==> src/rtl/program_loader.sv <==
// program_loader
//
// Boot-time loader that owns the instruction-memory write port and the
// processor reset. A length-prefixed byte stream arrives over a valid/ready
// handshake. The first two bytes are the word count N, MSB first. N big-endian
// 32-bit words follow, and each one is written to consecutive word addresses
// starting at 0. The processor stays in reset until the whole image is written.
//
// Optional feature: define PROGRAM_LOADER_CHECKSUM_EN to require a trailing
// 4-byte checksum. It is compared against the mod-2^32 sum of all words. A
// mismatch ends in the error state with the processor still held in reset.
//
// Parameters:
//   ADDR_WIDTH   instruction-memory word-address width (at most 16)
//   MAX_WORDS    largest accepted image in words (at most 2^ADDR_WIDTH)
//
// Ports:
//   clk           system clock, rising edge
//   reset         asynchronous active-high reset
//   start         single-cycle pulse that begins a load from IDLE/DONE/ERR
//   rx_data       stream byte
//   rx_valid      rx_data is valid
//   rx_ready      loader accepts a byte this cycle
//   imem_we       one-cycle instruction-memory write strobe
//   imem_addr     word address of the write
//   imem_wdata    instruction word being written
//   cpu_reset     processor reset, low only once an image is fully loaded
//   busy          load in progress
//   done          image loaded (sticky until the next start)
//   error         load aborted (sticky until the next start)
//   words_loaded  words written so far in the current load
module program_loader #(
    parameter int ADDR_WIDTH = 8,
    parameter int MAX_WORDS  = 256
) (
    input  logic                  clk,
    input  logic                  reset,
    input  logic                  start,
    input  logic [7:0]            rx_data,
    input  logic                  rx_valid,
    output logic                  rx_ready,
    output logic                  imem_we,
    output logic [ADDR_WIDTH-1:0] imem_addr,
    output logic [31:0]           imem_wdata,
    output logic                  cpu_reset,
    output logic                  busy,
    output logic                  done,
    output logic                  error,
    output logic [15:0]           words_loaded
);

    localparam logic [2:0] IDLE   = 3'd0;
    localparam logic [2:0] LEN_HI = 3'd1;
    localparam logic [2:0] LEN_LO = 3'd2;
    localparam logic [2:0] BYTE   = 3'd3;
    localparam logic [2:0] WRITE  = 3'd4;
    localparam logic [2:0] CHECK  = 3'd5;
    localparam logic [2:0] DONE   = 3'd6;
    localparam logic [2:0] ERR    = 3'd7;

    // With the checksum enabled, every successful load passes through CHECK
    // before it reaches DONE.
`ifdef PROGRAM_LOADER_CHECKSUM_EN
    localparam logic [2:0] FINISH = CHECK;
`else
    localparam logic [2:0] FINISH = DONE;
`endif

    logic [2:0]            state_q, state_d;
    logic [15:0]           len_q, len_d;
    logic [1:0]            byte_cnt_q, byte_cnt_d;
    logic [23:0]           shift_q, shift_d;
    logic [31:0]           wdata_q, wdata_d;
    logic [ADDR_WIDTH-1:0] addr_q, addr_d;
    logic [15:0]           count_q, count_d;
    logic                  rx_ready_q, busy_q, done_q, error_q, cpu_reset_q, we_q;
    logic                  xfer;
    logic [15:0]           len_full;
`ifdef PROGRAM_LOADER_CHECKSUM_EN
    logic [31:0]           sum_q, sum_d;
`endif

    assign xfer     = rx_valid && rx_ready_q;
    assign len_full = {len_q[15:8], rx_data};

    // Next-state logic.
    // Bytes shift into a 24-bit holding register. The fourth byte of each word
    // is combined with it directly, so a complete word is ready on the edge
    // that accepts its last byte.
    always_comb begin
        state_d    = state_q;
        len_d      = len_q;
        byte_cnt_d = byte_cnt_q;
        shift_d    = shift_q;
        wdata_d    = wdata_q;
        addr_d     = addr_q;
        count_d    = count_q;
`ifdef PROGRAM_LOADER_CHECKSUM_EN
        sum_d      = sum_q;
`endif
        case (state_q)
            IDLE, DONE, ERR: begin
                if (start) begin
                    state_d    = LEN_HI;
                    count_d    = '0;
                    byte_cnt_d = '0;
`ifdef PROGRAM_LOADER_CHECKSUM_EN
                    sum_d      = '0;
`endif
                end
            end
            LEN_HI: begin
                if (xfer) begin
                    len_d[15:8] = rx_data;
                    state_d     = LEN_LO;
                end
            end
            LEN_LO: begin
                if (xfer) begin
                    len_d[7:0] = rx_data;
                    if (32'(len_full) > MAX_WORDS) begin
                        state_d = ERR;
                    end else if (len_full == 16'd0) begin
                        state_d = FINISH;
                    end else begin
                        state_d = BYTE;
                    end
                end
            end
            BYTE: begin
                if (xfer) begin
                    shift_d    = {shift_q[15:0], rx_data};
                    byte_cnt_d = byte_cnt_q + 2'd1;
                    if (byte_cnt_q == 2'd3) begin
                        wdata_d = {shift_q, rx_data};
                        addr_d  = count_q[ADDR_WIDTH-1:0];
                        state_d = WRITE;
                    end
                end
            end
            WRITE: begin
                count_d = count_q + 16'd1;
`ifdef PROGRAM_LOADER_CHECKSUM_EN
                sum_d   = sum_q + wdata_q;
`endif
                if (count_q + 16'd1 == len_q) begin
                    state_d = FINISH;
                end else begin
                    state_d = BYTE;
                end
            end
`ifdef PROGRAM_LOADER_CHECKSUM_EN
            CHECK: begin
                if (xfer) begin
                    shift_d    = {shift_q[15:0], rx_data};
                    byte_cnt_d = byte_cnt_q + 2'd1;
                    if (byte_cnt_q == 2'd3) begin
                        state_d = ({shift_q, rx_data} == sum_q) ? DONE : ERR;
                    end
                end
            end
`endif
            default: state_d = IDLE;
        endcase
    end

    // State and datapath registers.
    // Every status output is decoded from the next state, so each output
    // changes on the same edge as the state it describes.
    always_ff @(posedge clk or posedge reset) begin
        if (reset) begin
            state_q     <= IDLE;
            len_q       <= '0;
            byte_cnt_q  <= '0;
            shift_q     <= '0;
            wdata_q     <= '0;
            addr_q      <= '0;
            count_q     <= '0;
            rx_ready_q  <= 1'b0;
            busy_q      <= 1'b0;
            done_q      <= 1'b0;
            error_q     <= 1'b0;
            cpu_reset_q <= 1'b1;
            we_q        <= 1'b0;
`ifdef PROGRAM_LOADER_CHECKSUM_EN
            sum_q       <= '0;
`endif
        end else begin
            state_q     <= state_d;
            len_q       <= len_d;
            byte_cnt_q  <= byte_cnt_d;
            shift_q     <= shift_d;
            wdata_q     <= wdata_d;
            addr_q      <= addr_d;
            count_q     <= count_d;
            rx_ready_q  <= (state_d == LEN_HI) || (state_d == LEN_LO) ||
                           (state_d == BYTE)   || (state_d == CHECK);
            busy_q      <= !((state_d == IDLE) || (state_d == DONE) || (state_d == ERR));
            done_q      <= (state_d == DONE);
            error_q     <= (state_d == ERR);
            cpu_reset_q <= (state_d != DONE);
            we_q        <= (state_d == WRITE);
`ifdef PROGRAM_LOADER_CHECKSUM_EN
            sum_q       <= sum_d;
`endif
        end
    end

    assign rx_ready     = rx_ready_q;
    assign busy         = busy_q;
    assign done         = done_q;
    assign error        = error_q;
    assign cpu_reset    = cpu_reset_q;
    assign imem_we      = we_q;
    assign imem_addr    = addr_q;
    assign imem_wdata   = wdata_q;
    assign words_loaded = count_q;

endmodule
==> config.mk <==
export PLATFORM = sky130hd
export DESIGN_NAME = program_loader
export DESIGN_NICKNAME = d
export VERILOG_FILES = /design/src/rtl/program_loader.sv
export SDC_FILE = /design/constraint.sdc
export NUM_CORES = 1
export LEC_CHECK = 0
export CORE_MARGIN = 8
export CORE_UTILIZATION = 30
export CTS_CLUSTER_SIZE = 28
export DETAILED_ROUTE_END_ITERATION = 10
export SLEW_MARGIN = 25
export SYNTH_ARGS = -nofsm -noshare
export SYNTH_HDL_FRONTEND = slang
export SYNTH_SLANG_ARGS = --single-unit
==> constraint.sdc <==
create_clock -name clk -period 5.52 [get_ports clk]
set_clock_uncertainty 0.05 [all_clocks]
set_input_delay 0.828 -clock clk [delete_from_list [all_inputs] [get_ports clk]]
set_output_delay 0.828 -clock clk [all_outputs]
set_load 0.02 [all_outputs]
* Word-level counts from Yosys, hierarchy flattened
Cells that the tools add are included.
** Operators by class
- Magnitude comparators :: 1
- Reductions and logical operators :: 19
- Shift operators :: 0
- Divide/modulo/power cells :: 0
- Add/sub/neg operators :: 2
- Mux-type cells :: 14
- Multipliers :: 0
- Bitwise gates (word level) :: 0
- Equality and inequality tests :: 18
** Operator list (count)
- $pmux 16 s2 :: 1
- $mux 3 :: 8
- $eq 3x3->1 const B :: 7
- $add 16x1->16 const B :: 1
- $eq 16x16->1 :: 1
- $gt 16x9->1 const B :: 1
- $logic_not 16->1 :: 1
- $mux 16 :: 1
- $pmux 3 s5 :: 1
- $eq 3x2->1 const B :: 4
- $reduce_and 2->1 :: 4
- $eq 3x1->1 const B :: 2
- $logic_not 3->1 :: 2
- $reduce_and 3->1 :: 2
- $logic_or 1x1->1 :: 5
- $mux 2 :: 2
- $ne 2x2->1 const B :: 2
- $pmux 2 s2 :: 1
- $reduce_bool 2->1 :: 2
- $ne 3x3->1 const B :: 1
- $reduce_or 3->1 :: 1
- $add 2x1->2 const B :: 1
- $eq 2x2->1 const B :: 1
- $logic_and 1x1->1 :: 1
- $logic_not 1->1 :: 1
** Word-level totals
- Memories :: 0
- Logic and storage cells :: 68
- Bits of input ports :: 12
- Bits in registers :: 107
- Memory bits (writable) :: 0
- Memory bits (read-only) :: 0
- Bits in latches :: 0
- Output and inout port bits :: 62

* Longest topological paths before layout
Gate-level depths: netlist (run 1).
- Depth in word-level cells :: 9
- Mapped depth :: 9
- Gate-level depth less buffers :: 7

* Least setup slack after synthesis (run 1)
No wires, ideal clock.
- Path type :: input to register
- From :: in rx_valid
- To :: reg addr_q[1], in the netlist imem_addr[1]
- Data arrival time :: 2.090 ns
- Stages on the path :: 6
- Path slack :: 3.255 ns
- Path buffers :: 2
- Setup time :: 0.125 ns
- Data required time :: 5.345 ns
- Cell sequence :: and4b_1 -> and2_1 -> buf_2 -> nand2_1 -> buf_2 -> mux2_2
** On the way
- Cells in the longest elaborated chain, start to end :: 2
** RTL lines
- start: declaration :: line 40 : input logic rx_valid,
- $logic_and 1x1->1 :: line 83 : assign xfer = rx_valid && rx_ready_q;
- $reduce_and 3->1 (no line)
- end signal: assignment :: line 194 : addr_q <= addr_d;
- end: declaration :: line 74 : logic [ADDR_WIDTH-1:0] addr_q, addr_d;
No other way between the ends.
A chain may end at the register's enable or synchronous reset.

* Worst setup path after layout (run 1)
- From :: in rx_valid
- To :: reg wdata_q[2], in the netlist imem_wdata[2]
** On the way
- Cells in the longest elaborated chain, start to end :: 2
** RTL lines
- $logic_and 1x1->1 :: line 83
- $reduce_and 3->1 (no line)
- end signal: assignment :: line 193 : wdata_q <= wdata_d;
- end: declaration :: line 73 : logic [31:0] wdata_q, wdata_d;
No other way between the ends.

==> parameters.txt, run 1 <==
Parameter                              Value

Status
  Run status    finished clean

Timing
  Final Worst Setup Slack    2370 ps
  RSZ-0062 raised after global routing    no
  Max-slew headroom at the worst pin    39.3%
  Number of max-slew violations in the final report    0
  Tcrit/Tclk final    57.1%
  Final-layout setup total negative slack    0 ps
  Number of hold-slack violations in the final timing report    0
  Final critical path time including I/O delays and setup    3150 ps
  Final-report setup violation count    0
  Worst-case hold slack    419 ps
  Worst slew pin tran    911 ps
  Fmax achieved    0.317 GHz

Detailed routing
  Number of optimization iterations in the first detailed-route pass    4
  Mean routed wirelength per cell    16.0 um
  Initial DRC count    237
  DR vias    3437
  Number of nets with antenna violations after routing    0
  Post-Route WL    11600 um
  Post-detailed-route DRC marker count    0
  Via/cell ratio    4.74

Global routing
  First-pass GRT wire length    19200 um
  Largest net degree at the start of global routing    70
  Met3 demand-to-capacity share in global routing    3.02%
  Most heavily used metal layer in global routing    met2
  Initial antenna violation count    0
  Total grt overflow    0
  Met1 Usage GRT    15.5%
  Global router's overall resource usage    12.0%
  Met2 Track Usage GR    18.6%
  Number of global-route vias before repair    3502

Yosys
  Number of warning messages in the yosys log    0
  Per-instance average area after synthesis    11.1 um2
  EDFF count, synth    0
  Top cells by count, synth    sky130_fd_sc_hd__dfrtp_1 (106), sky130_fd_sc_hd__nand2_1 (93), sky130_fd_sc_hd__mux2_2 (55)
  Most instantiated library cell after synthesis    sky130_fd_sc_hd__dfrtp_1
  Netlist area before placement    4860 um2
  Netlist cell types    45
  Predominant post-synthesis flop cell    sky130_fd_sc_hd__dfrtp_1
  Async S/R FF share, synth    100%
  Top cell type by total area after synthesis    sky130_fd_sc_hd__dfrtp_1
  Synth Instances    438
  Ranking of synthesized cells by area    sky130_fd_sc_hd__dfrtp_1 (55%), sky130_fd_sc_hd__mux2_2 (13%), sky130_fd_sc_hd__nand2_1 (7.2%), sky130_fd_sc_hd__xnor2_1 (3.4%), sky130_fd_sc_hd__o21ai_0 (3.2%)
  Share of Yosys cell area claimed by the top area cell type    54.5%
  Post-synthesis sequential area ratio    55.1%
  Seq cells post-synth    107
  Syn Nets    452

Min path
  Hold path cells    2
  Min-Delay Endpoint    imem_wdata[26]
  Hold Path Class    reg -> reg
  Start point of the worst min-delay path    shift_q[18]

Place
  Post-detailed-placement half-perimeter wirelength    8210 um
  Placed Instance Area    5800 um2
  Post-place setup slack    2000 ps
  Number of placed instances, taps included    709
  Routability-driven placement congestion ratio    0.805
  Quantity of I/O buffers inserted on ports    73

Finish
  Antenna Diode Count    0
  Post-route cell area    6090 um2
  Count of placed standard cells in the final layout, fillers left out    725
  Layout cell share with drive strength beyond 1    18.1%
  Area growth from synthesis to layout    25.3%
  Fillers    1575
  Nets@finish    518

Clock tree
  Clk buf depth    2
  Clk_lat worst skew    360 ps
  Clock slew at the register clock pins of the worst setup and hold paths    80 ps
  Clock tree root buffer cell    sky130_fd_sc_hd__clkbuf_16
  H-tree lvl count    3
  Number of buffers added to fix hold violations after cts    0
  CTS buffer count    9
  CTS tree    built
  Post-CTS setup repair buffer count    0
  Clk sink count    107
  Number of gates resized after cts    0

Setup path
  Critical Path Sink Type    flop
  Cell depth of the worst flop-to-flop path    6
  Crit path arrival time    3340 ps
  RR Endpoint    imem_wdata[14]
  Worst path cell trace    clkdlybuf4s50_1 > and4b_1 > and2_1 > nand2_1 > buf_4 > mux2_2
  Launching element type of the critical path    input port
  Critical path required time    5710 ps
  FF-to-FF Start    state_q[1]
  Setup slack of the most critical reg-to-reg path    2660 ps
  Cell with the largest stage delay on the worst path    sky130_fd_sc_hd__and2_1
  Worst-path fanout max    33
  Slowest stage delay, CP    660 ps
  Type of the setup path with the least slack    in -> reg

Job
  Reported max-cap violation count    0

Power and ir drop
  Switching share of power    38.0%
  Clock network power share    18.1%
  Worst-case vdd ir drop    0.233 mV
  Seq pwr share    42.0%
  NetSw    0.00132 W
  Static leakage    2.64 nW
  Internal    0.00216 W
  Combinational group share of total power    39.9%
  P per Cell Area    570 nW/um2

Floorplan
  Core outline area    15900 um2
  Width of the die    143 um
  Number of top-level pins    74
  Die outline area    20500 um2
  DIE HEIGHT    143 um
  Row count    46
  Initial cell density of the core    30.6%
[metrics by stage]
step,utilization (%),power [W]
floorplan,-,0.00231
global placement,36.5,0.00284
detailed placement,36.5,0.00288
CTS,38.4,0.00352
global route,38.4,0.00371
finish,38.4,0.00347
[power groups by stage]
stage	clock network (W)	registers (W)	logic, W
finish	0.000631	0.00146	0.00139
global route	0.000685	0.00152	0.00151
CTS	0.000650	0.00146	0.00141
detailed placement	0	0.00147	0.00140
global placement	0	0.00147	0.00137
floorplan	0	0.00155	0.000764
[layout by cell type (no fill, tap or decap), types with 3 or more instances in the layout]
master	count
sky130_fd_sc_hd__nor4_1	3
sky130_fd_sc_hd__nand3_2	4
sky130_fd_sc_hd__o21ai_0	31
sky130_fd_sc_hd__a21boi_0	3
sky130_fd_sc_hd__nand4_1	6
sky130_fd_sc_hd__xnor2_1	19
sky130_fd_sc_hd__nor3_1	6
sky130_fd_sc_hd__and3_1	4
sky130_fd_sc_hd__a21oi_1	3
sky130_fd_sc_hd__inv_1	7
sky130_fd_sc_hd__xor2_1	10
sky130_fd_sc_hd__nor2_1	21
sky130_fd_sc_hd__dfrtp_1	106
sky130_fd_sc_hd__mux2_2	55
sky130_fd_sc_hd__nor4_4	4
sky130_fd_sc_hd__clkdlybuf4s50_1	73
sky130_fd_sc_hd__a21o_1	3
sky130_fd_sc_hd__clkbuf_16	9
sky130_fd_sc_hd__nand2_1	93
sky130_fd_sc_hd__o21a_1	3
sky130_fd_sc_hd__buf_4	3
sky130_fd_sc_hd__nand3_1	7
[logic make-up after synthesis]
| logic type | Yosys count | synth area share (%) |
|---|---|---|
| XOR/XNOR | 29 | 5.22 |
| AND/OR/NAND/NOR | 159 | 16.8 |
| flip-flops | 107 | 55.1 |
| AO/OA/AOI/OAI | 56 | 7.00 |
| adder cells (fa/ha/maj) | 2 | 0.514 |
| multiplexers | 55 | 12.7 |
| buffers and inverters | 30 | 2.62 |
[critical path: cells and delay by family]
kind	cells	cell delay, ps
buffers and inverters	2	850
AND/OR/NAND/NOR	3	1320
multiplexers	1	320
[worst max-delay path by stage]
stage / startpoint / to / depth (start not counted)
floorplan: reset / busy / 1
global placement: rx_valid / imem_addr[1] / 6
detailed placement: rx_valid / imem_wdata[14] / 7
CTS: rx_valid / imem_wdata[14] / 7
global route: rx_valid / imem_wdata[10] / 7
finish: rx_valid / imem_wdata[2] / 6
[cell type report]
cell class / count / area [um2] / area share (%)
clock buffers: 9 / 225 / 3.70
repair buffers: 76 / 753 / 12.4
clock inverters: 7 / 67.6 / 1.11
well taps: 216 / 270 / 4.44
multi-input cells: 301 / 2060 / 33.8
flip-flops and latches: 107 / 2680 / 44.0
inverters: 9 / 36.3 / 0.596
[registers in the layout, summed over array words and instances (netlist names)]
| signal | cells |
|---|---|
| words_loaded | 16 |
| error | 1 |
| cpu_reset | 1 |
| len_q | 16 |
| busy | 1 |
| state_q | 3 |
| imem_wdata | 32 |
| rx_ready | 1 |
| imem_addr | 8 |
| imem_we | 1 |
| byte_cnt_q | 2 |
| shift_q | 24 |
| done | 1 |
[layer usage]
metal  part of all wire (%)  up-vias
li1                       -     1633
met1                     46     1714
met2                     47       81
met3                    5.7        9
met4                    1.3        0
met5                      0        -
No activity file was read; power rests on OpenSTA's default activity.
==> run 2, diff against run 1 <==
Clock period 5.52 ns to 2.58 ns, I/O delays scaled along.
==> run 2 against run 1 <==
Compared with the run above: cell area is 2.8% higher; clock-buffer cell count is the same; combinational power grew 120%; flip-flop and latch count is the same; first-iteration DRC count rose by 0.84%; core utilization is 1.1 points higher; final cell count rose by 2.3%; largest power group is now combinational logic; power grew 120%; critical endpoint is now rx_ready; critical path depth rose by 1; global-route usage up 0.70 points.
==> parameters.txt, run 2 (synthesis results as in run 1) <==
Parameter                              Value

Power and ir drop
  Total Power Consumption    0.00766 W
  P per Cell Area    1220 nW/um2
  Combinational group share of total power    40.6%
  Seq pwr share    40.2%
  Internal    0.00477 W
  Static leakage    2.74 nW
  Worst-case vdd ir drop    0.460 mV
  NetSw    0.00289 W
  Switching share of power    37.7%
  Clock network power share    19.2%

Timing
  Fmax achieved    0.411 GHz
  Number of max-slew violations in the final report    0
  Max-slew headroom at the worst pin    50.8%
  RSZ-0062 raised after global routing    no
  Final critical path time including I/O delays and setup    2430 ps
  Tcrit/Tclk final    94.2%
  Number of hold-slack violations in the final timing report    0
  Worst slew pin tran    738 ps
  Final-report setup violation count    0

Min path
  Hold Path Class    reg -> reg
  Start point of the worst min-delay path    shift_q[23]
  Min-Delay Endpoint    imem_wdata[31]
  Hold path cells    2

Clock tree
  H-tree lvl count    3
  Clk buf depth    2
  Clock slew at the register clock pins of the worst setup and hold paths    80 ps
  CTS buffer count    9
  Number of buffers added to fix hold violations after cts    0
  Clk_lat worst skew    360 ps
  Post-CTS setup repair buffer count    0
  Clock tree root buffer cell    sky130_fd_sc_hd__clkbuf_16
  Number of gates resized after cts    0
  Clk sink count    107
  CTS tree    built

Finish
  Layout cell share with drive strength beyond 1    20.7%
  Post-route cell area    6260 um2
  Nets@finish    535
  Leading cell type in the layout, fill and taps excluded    sky130_fd_sc_hd__dfrtp_1
  Area growth from synthesis to layout    28.7%
  Largest register FFs    32
  Highest-count cells in the layout ignoring fill and taps    sky130_fd_sc_hd__dfrtp_1 (106), sky130_fd_sc_hd__nand2_1 (93), sky130_fd_sc_hd__clkdlybuf4s50_1 (73)
  Antenna Diode Count    0

Job
  Reported max-cap violation count    0

Detailed routing
  Number of optimization iterations in the first detailed-route pass    4
  Post-Route WL    12300 um
  Via/cell ratio    4.74
  Mean routed wirelength per cell    16.6 um
  Number of nets with antenna violations after routing    0
  Post-detailed-route DRC marker count    0
  Initial DRC count    239
  DR vias    3517

Global routing
  Number of global-route vias before repair    3615
  Global router's overall resource usage    12.7%
  Total grt overflow    0
  First-pass GRT wire length    20100 um
  Initial antenna violation count    1
  Largest net degree at the start of global routing    108

Floorplan
  Initial cell density of the core    30.6%
  DIE HEIGHT    143 um
  Die outline area    20500 um2
  Core outline area    15900 um2
  Width of the die    143 um
  Number of top-level pins    74
  Row count    46

Setup path
  RR Endpoint    rx_ready
  Launching element type of the critical path    flop
  Type of the setup path with the least slack    reg -> reg
  Critical path required time    2790 ps
  Setup slack of the most critical reg-to-reg path    150 ps
  Slowest stage delay, CP    470 ps
  Worst-path fanout max    7
  FF-to-FF Start    words_loaded[1]
  Worst path cell trace    ha_1 > nand3_2 > nor2_1 > xnor2_1 > nor4b_2 > nand4_2 > and2_1
  Cell depth of the worst flop-to-flop path    7
  Critical Path Sink Type    flop
  Crit path arrival time    2640 ps
  Cell with the largest stage delay on the worst path    sky130_fd_sc_hd__dfrtp_1

Status
  Run status    finished clean

Place
  Placed Instance Area    5940 um2
  Post-detailed-placement half-perimeter wirelength    8720 um
  Quantity of I/O buffers inserted on ports    73
  Routability-driven placement congestion ratio    0.796
[run 2: layout make-up]
type	count	area [um2]
Clock buffer	9	225
Clock inverter	7	93.8
Fill cell	1563	9630
Inverter	9	37.5
Multi-Input combinational cell	301	2060
Sequential cell	107	2680
Tap cell	216	270
Timing Repair Buffer	93	893
[run 2: power groups by stage]
| stage | registers (W) | logic (W) | clock network (W) |
|---|---|---|---|
| finish | 0.00308 | 0.00311 | 0.00147 |
| CTS | 0.00310 | 0.00316 | 0.00151 |
| global route | 0.00320 | 0.00338 | 0.00157 |
| floorplan | 0.00331 | 0.00163 | 0 |
| detailed placement | 0.00313 | 0.00314 | 0 |
| global placement | 0.00309 | 0.00306 | 0 |
[run 2: metrics by stage]
step | instances | setup WS [ps] | util [%] | setup TNS (ps) | hold WS (ps)
6_report | 742 | 150 | 39.4 | 0 | 416
5_1_grt | 742 | 1.48 | 39.4 | 0 | 451
4_1_cts | 742 | 136 | 39.4 | 0 | 421
3_5_place_dp | 726 | -69.8 | 37.4 | -117 | 404
3_3_place_gp | 726 | 18.0 | 37.4 | 0 | 401
2_1_floorplan | 438 | 382 | - | 0 | 383
[run 2: how the worst max path moves through the flow]
stage	slack, ps	from	endpoint
2_1_floorplan	380	words_loaded[0]	rx_ready
6_report	150	words_loaded[1]	rx_ready
3_5_place_dp	-70	rx_data[0]	rx_ready
3_3_place_gp	20	rx_data[0]	rx_ready
4_1_cts	140	words_loaded[1]	rx_ready
5_1_grt	1	words_loaded[1]	rx_ready
[run 2: metal layers]
layer	vias up	part of all wire (%)	global-route usage (%)	routed length, um
met5	-	0.081	0	10
met4	2	1.7	5.37	208
met3	14	4.9	3.45	599
met2	66	47	19.5	5740
met1	1765	47	16.6	5750
li1	1670	-	-	-
[run 2: critical path: cells and delay by family, from the launching register on]
family	cells	cell delay [ps]
and+or+nand+nor	5	1360
adders and majority gates	1	300
xor gates and xnor gates	1	140
DFF	1	470
==> run 3, diff against run 2 <==
Settings changed: HOLD_SLACK_MARGIN set to 0.08, REMOVE_ABC_BUFFERS set to 1.
==> run 3 against run 2 <==
Compared with the run above: global-route usage is 0.32 points lower; sequential power hardly changed; clock power hardly changed; worst setup slack better by 52 ps; die area stayed put; hold slack worse by 170 ps; register-to-register slack better by 50 ps; non-clock buffer count is 5 higher; critical path depth stayed put.
==> parameters.txt, run 3 (synthesis results as in run 1) <==
Parameter                              Value

Power and ir drop
  Static leakage    2.77 nW
  Total Power Consumption    0.00764 W
  P per Cell Area    1210 nW/um2
  Worst-case vdd ir drop    0.395 mV

Timing
  Fmax achieved    0.420 GHz
  Number of hold-slack violations in the final timing report    0
  Final-report setup violation count    0
  RSZ-0062 raised after global routing    no
  Final Worst Setup Slack    201 ps
  Worst slew pin tran    750 ps
  Tcrit/Tclk final    92.2%
  Final critical path time including I/O delays and setup    2380 ps
  Final-layout setup total negative slack    0 ps
  Number of max-slew violations in the final report    0
  Worst-case hold slack    243 ps
  Max-slew headroom at the worst pin    50.0%

Detailed routing
  DR vias    3527
  Post-Route WL    12000 um
  Number of optimization iterations in the first detailed-route pass    4
  Mean routed wirelength per cell    16.0 um
  Via/cell ratio    4.72
  Post-detailed-route DRC marker count    0
  Initial DRC count    161
  Number of nets with antenna violations after routing    0

Global routing
  Initial antenna violation count    0
  Total grt overflow    0
  Global router's overall resource usage    12.4%
  First-pass GRT wire length    19800 um
  Largest net degree at the start of global routing    70
  Number of global-route vias before repair    3648

Finish
  Fillers    1569
  Layout cell share with drive strength beyond 1    21.7%
  Antenna Diode Count    0
  Area growth from synthesis to layout    29.4%
  Highest-count cells in the layout ignoring fill and taps    sky130_fd_sc_hd__dfrtp_1 (106), sky130_fd_sc_hd__nand2_1 (92), sky130_fd_sc_hd__clkdlybuf4s50_1 (73)
  Nets@finish    540
  Leading cell type in the layout, fill and taps excluded    sky130_fd_sc_hd__dfrtp_1
  Largest register FFs    32
  Count of placed standard cells in the final layout, fillers left out    747

Setup path
  Worst path cell trace    ha_1 > nand3_2 > nor3_1 > nand3_1 > a211oi_2 > nand4_2 > and2_1
  Slowest stage delay, CP    500 ps
  Cell with the largest stage delay on the worst path    sky130_fd_sc_hd__nor3_1
  Critical path required time    2770 ps
  Worst path bufs/invs    0
  Critical Path Sink Type    flop
  CP top delay family    simple AND/OR/NAND/NOR gates
  Launching element type of the critical path    flop
  Crit path arrival time    2570 ps
  Worst-path fanout max    7
  Type of the setup path with the least slack    reg -> reg

Clock tree
  CTS tree    built
  Clk buf depth    2
  Clk_lat worst skew    350 ps
  Clock tree root buffer cell    sky130_fd_sc_hd__clkbuf_16
  Post-CTS setup repair buffer count    0
  Clock slew at the register clock pins of the worst setup and hold paths    70 ps
  Clk sink count    107
  H-tree lvl count    3
  Number of buffers added to fix hold violations after cts    0
  Number of gates resized after cts    0
  CTS buffer count    9

Min path
  Hold Path Class    in -> async

Place
  Quantity of I/O buffers inserted on ports    73
  Routability-driven placement congestion ratio    0.829
  Post-detailed-placement half-perimeter wirelength    8590 um
  Number of placed instances, taps included    731
  Post-place setup slack    -8.88 ps

Status
  Run status    finished clean

Floorplan
  Width of the die    143 um
  Number of top-level pins    74
  Die outline area    20500 um2
  Initial cell density of the core    30.6%
  DIE HEIGHT    143 um
  Core outline area    15900 um2
  Row count    46

Job
  Reported max-cap violation count    0
[run 3: cell count changes in the layout (fill, tap and decap cells not counted)]
cell,delta
sky130_fd_sc_hd__buf_4,+5
sky130_fd_sc_hd__clkbuf_8,+2
sky130_fd_sc_hd__inv_8,-2
sky130_fd_sc_hd__clkinv_2,+1
sky130_fd_sc_hd__clkinv_8,-1
sky130_fd_sc_hd__clkinvlp_4,-1
sky130_fd_sc_hd__inv_4,+1
sky130_fd_sc_hd__nand2_1,-1
sky130_fd_sc_hd__nand2_2,+1
[run 3: power by group]
| group | switching (W) | internal, W |
|---|---|---|
| Clock | 0.000642 | 0.000810 |
| Sequential | 0.000669 | 0.00241 |
| Combinational | 0.00150 | 0.00161 |
[run 3: metrics by stage]
stage	instance area (um2)	utilization (%)
floorplan	4770	-
global placement	5980	37.6
detailed placement	5980	37.6
CTS	6290	39.6
global route	6290	39.6
finish	6290	39.6
[run 3: per-layer routing]
layer / up-vias / GRT usage, % / wire (um)
met2: 89 / 19.4 / 5590
met1: 1749 / 16.1 / 5430
met4: 0 / 5.04 / 211
li1: 1674 / - / -
met5: - / 0 / 0
met3: 15 / 3.09 / 740
[run 3: final cells by class]
type                    instances  area, um2  area share [%]
multi-input cells             301       2060            32.8
repair buffers                 98        931            14.8
clock inverters                 5       60.1           0.954
flip-flops and latches        107       2680            42.6
well taps                     216        270            4.30
inverters                       9       36.3           0.577
clock buffers                  11        253            4.02
[run 3: final timing paths]
kind | from | end | slack (ps) | depth (start not counted)
max in group asynchronous | reset | cpu_reset | 1590 | 3
max | words_loaded[0] | rx_ready | 200 | 7
min reg2reg | shift_q[22] | imem_wdata[30] | 410 | 2
max reg2reg | words_loaded[0] | rx_ready | 200 | 7
min | reset | words_loaded[9] | 240 | 2
min in group clk | shift_q[22] | imem_wdata[30] | 410 | 2
